$ cat src/rtl/scc_bram_serializer.sv
// Reads a block of words from the shared configuration BRAM and shifts them MSB-first
// into the speckle sensor config chain, then strobes load and raises a completion interrupt.
module scc_bram_serializer #(
    parameter int unsigned ADDR_W    = 15,
    parameter int unsigned DATA_W    = 32,
    parameter int unsigned CNT_W     = 10,
    parameter int unsigned BRAM_LAT  = 1,
    parameter int unsigned SCLK_HALF = 4
) (
    input  logic              clk,
    input  logic              rst,
    input  logic              start,
    input  logic [ADDR_W-1:0] base_addr,
    input  logic [CNT_W-1:0]  num_words,
    output logic [ADDR_W-1:0] bram_addr,
    output logic              bram_en,
    input  logic [DATA_W-1:0] bram_dout,
    output logic              busy,
    output logic              done_irq,
    input  logic              irq_ack,
    output logic              err_zero,
    output logic              sen_sclk,
    output logic              sen_sdata,
    output logic              sen_load
);

    localparam int unsigned HC_W  = $clog2(2 * SCLK_HALF);
    localparam int unsigned WC_W  = (BRAM_LAT > 1) ? $clog2(BRAM_LAT) : 1;
    localparam int unsigned LC_W  = (SCLK_HALF > 1) ? $clog2(SCLK_HALF) : 1;
    localparam int unsigned BIT_W = $clog2(DATA_W);

    localparam logic [HC_W-1:0]  HC_LAST   = HC_W'(2 * SCLK_HALF - 1);
    localparam logic [HC_W-1:0]  HALF      = HC_W'(SCLK_HALF);
    localparam logic [WC_W-1:0]  WAIT_LAST = WC_W'(BRAM_LAT - 1);
    localparam logic [LC_W-1:0]  LOAD_LAST = LC_W'(SCLK_HALF - 1);
    localparam logic [BIT_W-1:0] BIT_LAST  = BIT_W'(DATA_W - 1);

    typedef enum logic [2:0] {
        S_IDLE,
        S_FETCH,
        S_WAIT,
        S_SHIFT,
        S_LOAD,
        S_DONE
    } state_t;

    state_t state, state_d;

    logic [CNT_W-1:0]  word_idx, word_d;
    logic [CNT_W-1:0]  num_lat, num_d;
    logic [DATA_W-1:0] shreg, shreg_d;
    logic [HC_W-1:0]   hc, hc_d;
    logic [BIT_W-1:0]  bit_idx, bit_d;
    logic [WC_W-1:0]   wc, wc_d;
    logic [LC_W-1:0]   lc, lc_d;
    logic [ADDR_W-1:0] addr_d;
    logic              en_d, busy_d, irq_d, err_d, sclk_d, sdata_d, load_d;

    // State, datapath and output registers; every output is the registered next value
    always_ff @(posedge clk or posedge rst) begin
        if (rst) begin
            state     <= S_IDLE;
            word_idx  <= '0;
            num_lat   <= '0;
            shreg     <= '0;
            hc        <= '0;
            bit_idx   <= '0;
            wc        <= '0;
            lc        <= '0;
            bram_addr <= '0;
            bram_en   <= 1'b0;
            busy      <= 1'b0;
            done_irq  <= 1'b0;
            err_zero  <= 1'b0;
            sen_sclk  <= 1'b0;
            sen_sdata <= 1'b0;
            sen_load  <= 1'b0;
        end else begin
            state     <= state_d;
            word_idx  <= word_d;
            num_lat   <= num_d;
            shreg     <= shreg_d;
            hc        <= hc_d;
            bit_idx   <= bit_d;
            wc        <= wc_d;
            lc        <= lc_d;
            bram_addr <= addr_d;
            bram_en   <= en_d;
            busy      <= busy_d;
            done_irq  <= irq_d;
            err_zero  <= err_d;
            sen_sclk  <= sclk_d;
            sen_sdata <= sdata_d;
            sen_load  <= load_d;
        end
    end

    // Next-state and next-output logic
    always_comb begin
        state_d = state;
        word_d  = word_idx;
        num_d   = num_lat;
        shreg_d = shreg;
        hc_d    = hc;
        bit_d   = bit_idx;
        wc_d    = wc;
        lc_d    = lc;
        addr_d  = bram_addr;
        en_d    = 1'b0;
        err_d   = 1'b0;
        sclk_d  = 1'b0;
        sdata_d = 1'b0;
        load_d  = 1'b0;
        // A completion set in S_DONE overrides a coincident acknowledge
        irq_d   = done_irq & ~irq_ack;

        case (state)
            S_IDLE: begin
                if (start) begin
                    irq_d  = 1'b0;
                    num_d  = num_words;
                    word_d = '0;
                    addr_d = base_addr & ~ADDR_W'(3);
                    if (num_words == '0) begin
                        err_d   = 1'b1;
                        state_d = S_DONE;
                    end else begin
                        en_d    = 1'b1;
                        state_d = S_FETCH;
                    end
                end
            end
            S_FETCH: begin
                wc_d    = '0;
                state_d = S_WAIT;
            end
            S_WAIT: begin
                if (wc == WAIT_LAST) begin
                    shreg_d = bram_dout;
                    sdata_d = bram_dout[DATA_W-1];
                    hc_d    = '0;
                    bit_d   = '0;
                    state_d = S_SHIFT;
                end else begin
                    wc_d = wc + WC_W'(1);
                end
            end
            S_SHIFT: begin
                if (hc != HC_LAST) begin
                    hc_d    = hc + HC_W'(1);
                    sclk_d  = (hc_d >= HALF);
                    sdata_d = sen_sdata;
                end else if (bit_idx != BIT_LAST) begin
                    bit_d   = bit_idx + BIT_W'(1);
                    hc_d    = '0;
                    shreg_d = shreg << 1;
                    sdata_d = shreg_d[DATA_W-1];
                end else if (word_idx != num_lat - CNT_W'(1)) begin
                    // Address wraps modulo 2^ADDR_W by construction
                    word_d  = word_idx + CNT_W'(1);
                    addr_d  = bram_addr + ADDR_W'(4);
                    en_d    = 1'b1;
                    state_d = S_FETCH;
                end else begin
                    lc_d    = '0;
                    load_d  = 1'b1;
                    state_d = S_LOAD;
                end
            end
            S_LOAD: begin
                if (lc == LOAD_LAST) begin
                    state_d = S_DONE;
                end else begin
                    lc_d   = lc + LC_W'(1);
                    load_d = 1'b1;
                end
            end
            S_DONE: begin
                irq_d   = 1'b1;
                state_d = S_IDLE;
            end
            default: state_d = S_IDLE;
        endcase

        busy_d = (state_d != S_IDLE);
    end

endmodule

$ cat config.mk
export PLATFORM = sky130hd
export DESIGN_NAME = scc_bram_serializer
export DESIGN_NICKNAME = d
export VERILOG_FILES = /design/src/rtl/scc_bram_serializer.sv
export SDC_FILE = /design/constraint.sdc
export NUM_CORES = 1
export LEC_CHECK = 0
export CORE_UTILIZATION = 45
export DETAILED_ROUTE_END_ITERATION = 16
export PLACE_DENSITY = 0.73
export SYNTH_ARGS = -nofsm -noshare
export SYNTH_HDL_FRONTEND = slang
export SYNTH_SLANG_ARGS = --single-unit
$ cat constraint.sdc
create_clock -name clk -period 7.75 [get_ports clk]
set_input_delay 1.55 -clock clk [delete_from_list [all_inputs] [get_ports clk]]
set_output_delay 1.55 -clock clk [all_outputs]
set_load 0.05 [all_outputs]
# [After elaboration in Yosys (flattened, before gate mapping)]
# Cells that the tools add are included.
[classes] addsub=7 order_cmp=1 eq_ne=18 n_mux=59 bitwise=2 n_reduce_logical=12
[ops] op="$mux W31" n=3
[ops] op="$pmux W31 S2" n=1
[ops] op="$mux W15" n=4
[ops] op="$mux W10" n=4
[ops] op="$mux W3" n=10
[ops] op="$pmux W15 S2" n=1
[ops] op="$pmux W10 S2" n=1
[ops] op="$mux W1" n=19
[ops] op="$ne A2 B2 Y1 const B" n=8
[ops] op="$add A15 B3 Y15 const B" n=1
[ops] op="$mux W5" n=3
[ops] op="$pmux W3 S5" n=1
[ops] op="$add A10 B1 Y10 const B" n=1
[ops] op="$logic_not A10 Y1" n=1
[ops] op="$ne A10 B10 Y1" n=1
[ops] op="$pmux W1 S2" n=5
[ops] op="$pmux W5 S2" n=1
[ops] op="$reduce_and A5 Y1" n=2
[ops] op="$sub A10 B1 Y10 const B" n=1
[ops] op="$mux W2" n=4
[ops] op="$reduce_bool A2 Y1" n=4
[ops] op="$eq A3 B2 Y1 const B" n=2
[ops] op="$eq A3 B3 Y1 const B" n=2
[ops] op="$ne A3 B3 Y1 const B" n=2
[ops] op="17 further kinds" n=17
[totals] ff_bits=87 input_bits=61 out_inout_bits=22 wordCells=115

# [Logic depth before layout (Yosys ltp)]
# Gate-level depths: netlist of run 1.
[depth] depth_word=7 depth_mapped=11 ltp_nobuf=9

# [Worst setup path after synthesis of run 1]
# No wires, ideal clock.
[synth_path] path_kind="in2reg" startpoint="input start" endpoint="register word_idx[3]" setup_ps=120 arrival_ps=2724 required_time_ps=7630 setup_slack_ps=4906 cell_stages=6 path_buffers=2 cell_sequence="and3_1 dlygate4sd2_1 nor2_1 nor2_4 buf_6 a31o_2"
[synth_between] elab_chain_len=2
[synth_rtl] element="start, declared" line_no="12" rtl="input logic start,"
[synth_rtl] element="$ne A2 B2 Y1 (no source line)"
[synth_rtl] element="$reduce_and A5 Y1 (no source line)"
[synth_rtl] element="end signal, assigned" line_no="80" rtl="word_idx <= word_d;"
[synth_rtl] element="end, declared" line_no="49" rtl="logic [CNT_W-1:0] word_idx, word_d;"
# No other way between the ends.
# A chain may end at the register's enable or synchronous reset.

# [Worst setup path after layout of run 1]
[layout_path] startpoint="register bram_addr[10]" endpoint="output bram_addr[10]"
[layout_lines] element="start, declared" line_no="15" rtl="output logic [ADDR_W-1:0] bram_addr,"
[layout_lines] element="start signal, assigned" line_no="87" rtl="bram_addr <= addr_d;"
# No word-level cell between the ends.

==> results.sh, run 1 <==
export IMPL_slew_viol_final=0
export IMPL_finalSetupViolations=0
export IMPL_die_w_um=101.4
export IMPL_clockRootBuffer="clkbuf_8"
export IMPL_synth_common_cells="nand2_1, dfrtp_1, nor2_1, a31oi_1, inv_1"
export IMPL_rsz0062_at_grt="no"
export IMPL_clk_latency_ns=0.36
export IMPL_clock_fmax_ghz=0.3072
export IMPL_yosys_warnings=0
export IMPL_fin_skew_ns=0.01483
export IMPL_min_from="num_lat[9]"
export IMPL_seqPwrFrac_pct=45.3
export IMPL_r2r_start="num_lat[0]"
export IMPL_finalHoldViolations=0
export IMPL_viasPerCell=5.399
export IMPL_min_path_cells=2
export IMPL_p_int_w=0.0008831
export IMPL_leakage_nw=2.426
export IMPL_critPathSlowestCell="clkdlybuf4s50_1"
export IMPL_track_usage_pct=21.42
export IMPL_crit_required_ns=6.20
export IMPL_n_fill_cell=862
export IMPL_slew_headroom_pct=29.89
export IMPL_reg2regPathDepth=9
export IMPL_grt_max_degree=85
export IMPL_postCtsSetupRepairBufs=0
export IMPL_ctsLongestPathBuffers=2
export IMPL_finalCritPeriodShare_pct=42.00
export IMPL_synth_top_area_share_pct=47.31
export IMPL_synth_edf_count=0
export IMPL_cts_sinks=84
export IMPL_die_h_um=101.4
export IMPL_worst_setup_hold_path_clk_slew_ns=0.09
export IMPL_crit_family="buffers and inverters"
export IMPL_hp_class="flop to flop"
export IMPL_drv_cap=0
export IMPL_status="finished clean"
export IMPL_yosysMostFrequentCell="nand2_1"
export IMPL_power_density_mw_per_mm2=241.5
export IMPL_ys_types=56
export IMPL_combPwrFrac_pct=27.6
export IMPL_cts_resized=0
export IMPL_clkPwrFrac_pct=27.1
export IMPL_drive_gt1_share_pct=7.679
export IMPL_wl_per_cell_um=14.15
export IMPL_avgSynthCellArea_um2=8.577
export IMPL_critPathBufInv=1
export IMPL_ant_nets=0
export IMPL_min_to="num_lat[9]"
export IMPL_ir_worst_vdd_mv=0.1579
export IMPL_synthTopCellsByArea="dfrtp_1, nand2_1, a31oi_1"
export IMPL_core_mm2=0.009415
export IMPL_cts_made_buffers=9
export IMPL_tns_ns=0
export IMPL_grt_pass1_vias=3736
export IMPL_swShare_pct=33.65
export IMPL_crit_path_start_kind="flop"
export IMPL_final_area_mm2=0.005512
export IMPL_worstReg2RegEnd="word_idx[0]"
export IMPL_worst_slew_pin_slew_ns=1.052
export IMPL_drt_iter0_markers=163
export IMPL_cp_end_kind="primary output"
export IMPL_syn2layout_area_growth_pct=24.05
export IMPL_start_util_pct=47.19
export IMPL_cts_tree="built"
export IMPL_rows=35
export IMPL_synth_flop_cell="dfrtp_1"
export IMPL_gp_congestion=0.8310
export IMPL_portBuffers=78
export IMPL_antenna_found_initial=0
export IMPL_ys_ff_latch=84
export IMPL_path_class="flop to primary output"
export IMPL_switchingPower_w=0.0004479
export IMPL_mappedNetlistArea_mm2=0.004443
export IMPL_cp_arrival_ns=1.71
export IMPL_first_pass_iters=5
export IMPL_fin_hold_ws_ns=0.5083
export IMPL_cts_hold_fix_buffers=0
export IMPL_cts_max_level=3
export IMPL_wl_mm=10.12
export IMPL_dpl_cell_area_mm2=0.005281
export IMPL_netlist_instances=518
export IMPL_worstPathCellList="clkdlybuf4s50_1"
export IMPL_synth_area_leader_cell="dfrtp_1"
export IMPL_async_reset_ff_share_pct=100.0
export IMPL_grt_overflow_total=0
export IMPL_slowest_delay_ns=0.88
export IMPL_drc=0
export IMPL_die_area_mm2=0.01027
export IMPL_grt_pass1_wl_mm=17.15
export IMPL_crit_fanout=8
export IMPL_vias=3860
export IMPL_diodes=0
export IMPL_nets=650
export IMPL_period_needed_ns=3.255
export IMPL_reg2reg_setup_slack_ns=4.93
export IMPL_synth_seq_area_share_pct=47.31
export IMPL_dp_hpwl_mm=6.741
export IMPL_io_pins=83
## how the worst max path moves through the flow
stage / from / endpoint / depth (start not counted)
after floorplan: rst / bit_idx[0] / 1
final: bram_addr[10] / bram_addr[10] / 1
after CTS: bram_addr[10] / bram_addr[10] / 1
after global placement: start / word_idx[2] / 6
after global routing: bram_addr[10] / bram_addr[10] / 1
after detailed placement: start / word_idx[2] / 6
## power groups by stage
stage	Combinational (W)	Sequential, W	Clock [W]
after CTS	0.000371	0.000603	0.000370
final	0.000367	0.000603	0.000361
after global routing	0.000413	0.000617	0.000389
after floorplan	0.000222	0.000642	0
after detailed placement	0.000370	0.000611	0
after global placement	0.000356	0.000607	0
## metrics by stage
| stage | std cells | util [%] | total power [W] | worst slack, ns |
|---|---|---|---|---|
| floorplan | 519 | - | 0.0008641 | 4.035 |
| global placement | 699 | 56.09 | 0.0009628 | 4.188 |
| detailed placement | 699 | 56.09 | 0.0009809 | 4.166 |
| CTS | 715 | 58.54 | 0.001344 | 4.476 |
| global route | 715 | 58.54 | 0.001419 | 4.433 |
| finish | 715 | 58.54 | 0.001331 | 4.495 |
## layout by cell type (no fill, tap or decap), types with 2 or more instances in the layout
cell | netlist | routed
clkdlybuf4s50_1 | 0 | 78
nand2_1 | 115 | 115
and3_2 | 2 | 3
dfrtp_1 | 84 | 84
buf_4 | 2 | 5
o2bb2ai_1 | 4 | 4
inv_1 | 23 | 22
nand4_1 | 4 | 4
a21oi_1 | 18 | 17
xnor2_1 | 3 | 3
clkbuf_8 | 0 | 9
xor2_1 | 9 | 9
nor4_1 | 4 | 4
nor3_1 | 10 | 10
a31o_2 | 6 | 6
o21ai_0 | 19 | 19
bufinv_16 | 0 | 2
o22ai_1 | 4 | 4
ha_1 | 8 | 8
inv_6 | 0 | 2
nand2b_1 | 5 | 5
nand3_1 | 20 | 20
o2111ai_1 | 3 | 3
and3_1 | 10 | 9
nand3b_1 | 4 | 4
a22oi_1 | 4 | 4
o31a_2 | 2 | 2
mux2i_1 | 3 | 3
a31oi_1 | 34 | 34
nor2_1 | 53 | 53
o31ai_1 | 4 | 4
or2_2 | 3 | 3
clkinv_4 | 0 | 2
conb_1 | 1 | 2
a211oi_1 | 6 | 6
mux2_2 | 2 | 2
## metal layers
metal  wire (um)  track usage, %  vias to the layer above
met2        4893           35.79                       92
met5           0               0                        -
met3         496           6.004                        8
li1            -               -                     1914
met4         117           7.358                        0
met1        4611           26.73                     1846
## state kept, by name, summed over array words and instances (netlist names)
signal / count
sen_sclk: 1
sen_sdata: 1
err_zero: 1
busy: 1
bit_idx: 5
hc: 3
num_lat: 10
bram_en: 1
state: 3
done_irq: 1
shreg: 31
word_idx: 10
lc: 2
bram_addr: 13
sen_load: 1
## cells by family after synthesis
| group | after synthesis | synth area share [%] |
|---|---|---|
| AOI/OAI and AO/OA | 111 | 16.33 |
| adders and majority gates | 8 | 2.253 |
| muxes | 5 | 1.183 |
| buffers and inverters | 55 | 5.519 |
| other | 1 | 0.08440 |
| and+or+nand+nor | 241 | 24.58 |
| DFF | 84 | 47.31 |
| xor gates and xnor gates | 13 | 2.732 |
## area by class of cell
| class | count | area [um^2] | share of cell area [%] |
|---|---|---|---|
| sequential | 84 | 2102 | 38.14 |
| clock buffer | 9 | 123.9 | 2.247 |
| clock inverter | 7 | 106.4 | 1.930 |
| timing repair buffer | 83 | 818.3 | 14.85 |
| inverter | 23 | 87.58 | 1.589 |
| multi-input combinational | 380 | 2112 | 38.32 |
| tap | 129 | 161.4 | 2.928 |
Power figures use the tool's default switching activity.
==> run 2: changes to the inputs <==
--- a/config.mk
+++ b/config.mk
@@ -7,7 +7,7 @@
 export LEC_CHECK = 0
 export CORE_UTILIZATION = 45
 export DETAILED_ROUTE_END_ITERATION = 16
-export PLACE_DENSITY = 0.73
+export PLACE_DENSITY = 0.76
 export SYNTH_ARGS = -nofsm -noshare
 export SYNTH_HDL_FRONTEND = slang
 export SYNTH_SLANG_ARGS = --single-unit
==> constraint.sdc (replaced) <==
create_clock -name clk -period 2.9 [get_ports clk]
set_input_delay 0.58 -clock clk [delete_from_list [all_inputs] [get_ports clk]]
set_output_delay 0.58 -clock clk [all_outputs]
set_load 0.05 [all_outputs]
==> run 2 against run 1 <==
Core utilization up 0.44 points. Sequential share of layout area is 0.28 points lower. Critical path depth is 10 higher. Sequential power grew to 2.7 times the previous value. Clock power grew 150%. Setup slack got worse by 4.1 ns. Total power rose to 2.6 times the previous value. Global-route usage is 0.14 points lower. Worst hold slack got worse by 0.059 ns. Wire length shrank 0.67%. Via count decreased by 0.31%.
==> results.sh, run 2 (synthesized netlist as in run 1, its figures left out) <==
export IMPL_worst_setup_hold_path_clk_slew_ns=0.09
export IMPL_r2r_start="num_lat[0]"
export IMPL_hp_class="primary input to asynchronous set/reset pin"
export IMPL_largest_register="shreg"
export IMPL_power_density_mw_per_mm2=629.8
export IMPL_n_fill_cell=848
export IMPL_cp_startpoint="num_lat[0]"
export IMPL_cp_depth=11
export IMPL_drt_iter0_markers=244
export IMPL_diodes=0
export IMPL_antenna_found_initial=0
export IMPL_final_common_cell="nand2_1"
export IMPL_clock_fmax_ghz=0.3925
export IMPL_clk_latency_ns=0.36
export IMPL_reg_largest_list="shreg (31), bram_addr (13)"
export IMPL_die_w_um=101.4
export IMPL_leakage_nw=2.455
export IMPL_track_usage_pct=21.28
export IMPL_ctsLongestPathBuffers=2
export IMPL_clockRootBuffer="clkbuf_8"
export IMPL_dpl_cell_area_mm2=0.005345
export IMPL_final_area_mm2=0.005553
export IMPL_drv_cap=0
export IMPL_critPathBufInv=3
export IMPL_slowest_delay_ns=0.41
export IMPL_layout_area_seq_mm2=0.002102
export IMPL_reg2regPathDepth=11
export IMPL_grt_pass1_vias=3757
export IMPL_worst_slew_pin_slew_ns=0.6356
export IMPL_final_cell_mix="nand2_1, dfrtp_1, clkdlybuf4s50_1"
export IMPL_core_mm2=0.009415
export IMPL_crit_path_start_kind="flop"
export IMPL_grt_max_degree=50
export IMPL_crit_family="compound AO/OA/AOI/OAI gates"
export IMPL_syn2layout_area_growth_pct=24.98
export IMPL_slew_headroom_pct=57.52
export IMPL_cts_sinks=84
export IMPL_ir_worst_vdd_mv=0.3548
export IMPL_period_needed_ns=2.548
export IMPL_nets=657
export IMPL_worstPathCellList="inv_1 -> ha_1 -> nor3b_4 -> a221o_1 -> o311ai_1 -> or2_4 -> a31oi_1 -> buf_4 -> nor2_1 -> buf_4 -> o21ai_0"
export IMPL_viasPerCell=5.330
export IMPL_cts_max_level=3
export IMPL_cts_tree="built"
export IMPL_slew_viol_final=0
export IMPL_finish_utilization_pct=58.98
export IMPL_cp_end_kind="flop"
export IMPL_cp_arrival_ns=2.84
export IMPL_crit_fanout=19
export IMPL_cts_made_buffers=9
export IMPL_finalHoldViolations=0
export IMPL_tns_ns=0
export IMPL_dp_hpwl_mm=7.131
export IMPL_cpMostUsedCell="buf_4"
export IMPL_first_pass_iters=4
export IMPL_drive_gt1_share_pct=8.600
export IMPL_critPathSlowestCell="dfrtp_1"
export IMPL_vias=3848
export IMPL_finalPower_w=0.003497
export IMPL_status="finished clean"
export IMPL_die_area_mm2=0.01027
export IMPL_gp_congestion=0.8179
export IMPL_grt_overflow_total=0
export IMPL_grt_pass1_wl_mm=17.16
export IMPL_portBuffers=78
export IMPL_die_h_um=101.4
export IMPL_ant_nets=0
export IMPL_crit_required_ns=3.19
export IMPL_io_pins=83
export IMPL_finalCritPeriodShare_pct=87.86
export IMPL_wl_per_cell_um=13.92
export IMPL_path_class="flop to flop"
export IMPL_cts_hold_fix_buffers=0
export IMPL_drc=0
export IMPL_cts_resized=0
export IMPL_multi_input_area_mm2=0.002111
export IMPL_finalSetupViolations=0
export IMPL_largest_reg_flops=31
export IMPL_start_util_pct=47.19
export IMPL_rsz0062_at_grt="no"
export IMPL_postCtsSetupRepairBufs=0
export IMPL_fin_skew_ns=0.01443
export IMPL_wl_mm=10.05
export IMPL_rows=35
[run 2: cell count changes in the layout (fill, tap and decap cells not counted)]
cell,previous run,this run
buf_4,5,11
and3_1,9,10
and3_2,3,2
buf_12,0,1
bufinv_16,2,1
clkbuf_8,9,10
clkinv_2,1,2
clkinv_4,2,1
inv_6,2,3
inv_8,1,0
[run 2: worst paths after layout]
kind,to,slack [ns]
max,bram_addr[12],0.35
min,shreg[10],0.45
max reg2reg,bram_addr[12],0.35
min reg2reg,hc[0],0.50
max in group asynchronous,err_zero,1.80
min in group clk,hc[0],0.50
[run 2: power breakdown]
group          leakage, nW  switching, W  internal, W
registers            0.958      0.000183      0.00143
clock network        0.108      0.000454     0.000431
logic                 1.39      0.000558     0.000441
[run 2: layer usage]
metal,track usage (%),wire length [um],vias to the layer above
li1,-,-,1928
met1,27.19,4545,1825
met2,35.48,4880,84
met3,5.383,518,11
met4,6.800,107,0
met5,0,0,-
[run 2: final cells by class]
class	count	share of cell area (%)
Clock buffer	10	2.479
Sequential cell	84	37.85
Inverter	23	1.577
Tap cell	129	2.907
Clock inverter	6	1.262
Timing Repair Buffer	90	15.91
Multi-Input combinational cell	380	38.01
[run 2: stage by stage]
stage          hold WS, ns  worst slack (ns)  std cells
2_1_floorplan       0.4538            0.1549        519
3_3_place_gp        0.4689            0.4727        706
3_5_place_dp        0.4840            0.3871        706
4_1_cts             0.4507            0.3446        722
5_1_grt             0.4716            0.1552        722
6_report            0.4497            0.3520        722
==> run 3: changes to the inputs <==
--- a/config.mk
+++ b/config.mk
@@ -6,7 +6,9 @@
 export NUM_CORES = 1
 export LEC_CHECK = 0
 export CORE_UTILIZATION = 45
+export CTS_CLUSTER_DIAMETER = 100
 export DETAILED_ROUTE_END_ITERATION = 16
+export GPL_TIMING_DRIVEN = 0
 export PLACE_DENSITY = 0.76
 export SYNTH_ARGS = -nofsm -noshare
 export SYNTH_HDL_FRONTEND = slang
==> run 3 against run 2 <==
Via count grew 5.2%. Fmax is 4.8% lower. Final cell count increased by 2.9%. Clock skew fell by 0.0033 ns. Register-to-register slack got worse by 0.13 ns.
==> results.sh, run 3 (synthesized netlist as in run 1, its figures left out) <==
export IMPL_status="finished clean"
export IMPL_die_w_um=101.4
export IMPL_largest_register="shreg"
export IMPL_worst_slew_pin_slew_ns=0.5989
export IMPL_seqPwrFrac_pct=46.6
export IMPL_finalCritPeriodShare_pct=92.25
export IMPL_power_density_mw_per_mm2=617.8
export IMPL_ctsLongestPathBuffers=2
export IMPL_drive_gt1_share_pct=7.492
export IMPL_grt_pass1_vias=3928
export IMPL_grt_pass1_wl_mm=18.34
export IMPL_crit_family="simple AND/OR/NAND/NOR gates"
export IMPL_switchingPower_w=0.001265
export IMPL_path_class="flop to flop"
export IMPL_largest_reg_flops=31
export IMPL_die_area_mm2=0.01027
export IMPL_crit_path_start_kind="flop"
export IMPL_finalSetupViolations=0
export IMPL_worst_setup_hold_path_clk_slew_ns=0.10
export IMPL_ant_nets=0
export IMPL_fin_skew_ns=0.01117
export IMPL_first_pass_iters=5
export IMPL_portBuffers=78
export IMPL_clockRootBuffer="clkbuf_8"
export IMPL_hp_class="primary input to asynchronous set/reset pin"
export IMPL_swShare_pct=36.46
export IMPL_period_needed_ns=2.675
export IMPL_clock_fmax_ghz=0.3738
export IMPL_track_usage_pct=22.91
export IMPL_vias=4050
export IMPL_critPathBufInv=2
export IMPL_start_util_pct=47.19
export IMPL_slew_headroom_pct=59.93
export IMPL_antenna_found_initial=0
export IMPL_rsz0062_at_grt="no"
export IMPL_cp_arrival_ns=2.91
export IMPL_ir_worst_vdd_mv=0.2993
export IMPL_cts_hold_fix_buffers=0
export IMPL_final_cell_mix="nand2_1, dfrtp_1, clkdlybuf4s50_1"
export IMPL_drv_cap=0
export IMPL_finish_utilization_pct=59.64
export IMPL_wl_per_cell_um=14.96
export IMPL_final_common_cell="nand2_1"
export IMPL_reg_largest_list="shreg (31), bram_addr (13)"
export IMPL_dp_hpwl_mm=8.086
export IMPL_tns_ns=0
export IMPL_io_pins=83
export IMPL_crit_required_ns=3.13
export IMPL_syn2layout_area_growth_pct=26.39
export IMPL_worstReg2RegEnd="bram_addr[12]"
export IMPL_p_int_w=0.002204
export IMPL_cts_max_level=3
export IMPL_core_mm2=0.009415
export IMPL_cp_end_kind="flop"
export IMPL_rows=35
export IMPL_clkPwrFrac_pct=24.1
export IMPL_fin_hold_ws_ns=0.5001
export IMPL_finalPower_w=0.003469
export IMPL_clk_latency_ns=0.37
export IMPL_worstPathCellList="inv_1 -> ha_1 -> nor3b_4 -> nand2_1 -> o311ai_1 -> or2_4 -> a31oi_1 -> buf_2 -> nor2_1 -> o21ai_0"
export IMPL_cts_tree="built"
export IMPL_grt_max_degree=63
export IMPL_finalHoldViolations=0
export IMPL_viasPerCell=5.451
export IMPL_drc=0
export IMPL_dpl_cell_area_mm2=0.005419
export IMPL_diodes=0
export IMPL_gp_congestion=0.8462
export IMPL_grt_overflow_total=0
export IMPL_nets=678
export IMPL_reg2reg_setup_slack_ns=0.22
export IMPL_critPathSlowestCell="nor2_1"
export IMPL_final_area_mm2=0.005615
export IMPL_cts_made_buffers=9
export IMPL_slowest_delay_ns=0.42
export IMPL_reg2regPathDepth=10
export IMPL_combPwrFrac_pct=29.3
export IMPL_drt_iter0_markers=254
export IMPL_crit_fanout=10
export IMPL_leakage_nw=2.467
export IMPL_slew_viol_final=0
export IMPL_r2r_start="num_lat[0]"
export IMPL_wl_mm=11.12
export IMPL_cts_sinks=84
export IMPL_die_h_um=101.4
==> run 3: cell types whose count changed in the layout (fill, tap and decap cells not counted), moves of 2 or more <==
cell,delta
clkbuf_1,+20
clkinv_2,-2
inv_8,+3
buf_6,+2
buf_2,+2
buf_4,-9
buf_1,+4
==> run 3: worst register-to-register path, cell delays in order (launching register included) <==
cell and delay (ns):
dfrtp_1 0.41, inv_1 0.10, ha_1 0.22, nor3b_4 0.27, nand2_1 0.12, o311ai_1 0.31
or2_4 0.20, a31oi_1 0.09, buf_2 0.21, nor2_1 0.42, o21ai_0 0.18
==> run 3: layer usage <==
layer  routed length (um)  share of wire [%]  global-route usage [%]  vias to the layer above
met2                 5364                 48                   39.72                      137
met4                  137                1.2                   5.909                        0
li1                     -                  -                       -                     1967
met5                    0                  0                       0                        -
met1                 4970                 45                   28.72                     1930
met3                  644                5.8                   5.521                       16
==> run 3: what timing repair did <==
item / CTS / global route
buffers inserted: 0 / 0
gates resized for setup: 0 / 1
setup endpoints to repair: 0 / 3
==> run 3: through the flow <==
| stage | setup slack [ns] | cells |
|---|---|---|
| finish | 0.2248 | 743 |
| global route | 0.04239 | 743 |
| CTS | 0.1936 | 743 |
| detailed placement | 0.2233 | 727 |
| global placement | -1.238 | 726 |
| floorplan | 0.1549 | 519 |
==> run 3: how the worst max path moves through the flow <==
stage | start | end | slack, ns | cells past startpoint
floorplan | rst | bit_idx[0] | 0.15 | 1
global placement | rst | num_lat[3] | -1.24 | 2
detailed placement | num_lat[0] | word_idx[0] | 0.22 | 9
CTS | num_lat[0] | word_idx[0] | 0.19 | 9
global route | bit_idx[0] | shreg[24] | 0.04 | 8
finish | num_lat[0] | bram_addr[12] | 0.22 | 10
==> run 3: cell type report <==
cell class	instances	area [um^2]
timing repair buffer	79	808.3
buffer	32	158.9
sequential	84	2102
clock buffer	9	123.9
fill	872	3800
tap	129	161.4
inverter	23	88.84
multi-input combinational	380	2105
clock inverter	7	67.56
==> run 3: power groups by stage <==
stage | sequential [W] | combinational (W) | clock, W
floorplan | 0.00172 | 0.000594 | 0
global placement | 0.00162 | 0.000971 | 0
detailed placement | 0.00163 | 0.00102 | 0
CTS | 0.00161 | 0.00102 | 0.000852
global route | 0.00165 | 0.00115 | 0.000897
finish | 0.00162 | 0.00102 | 0.000835
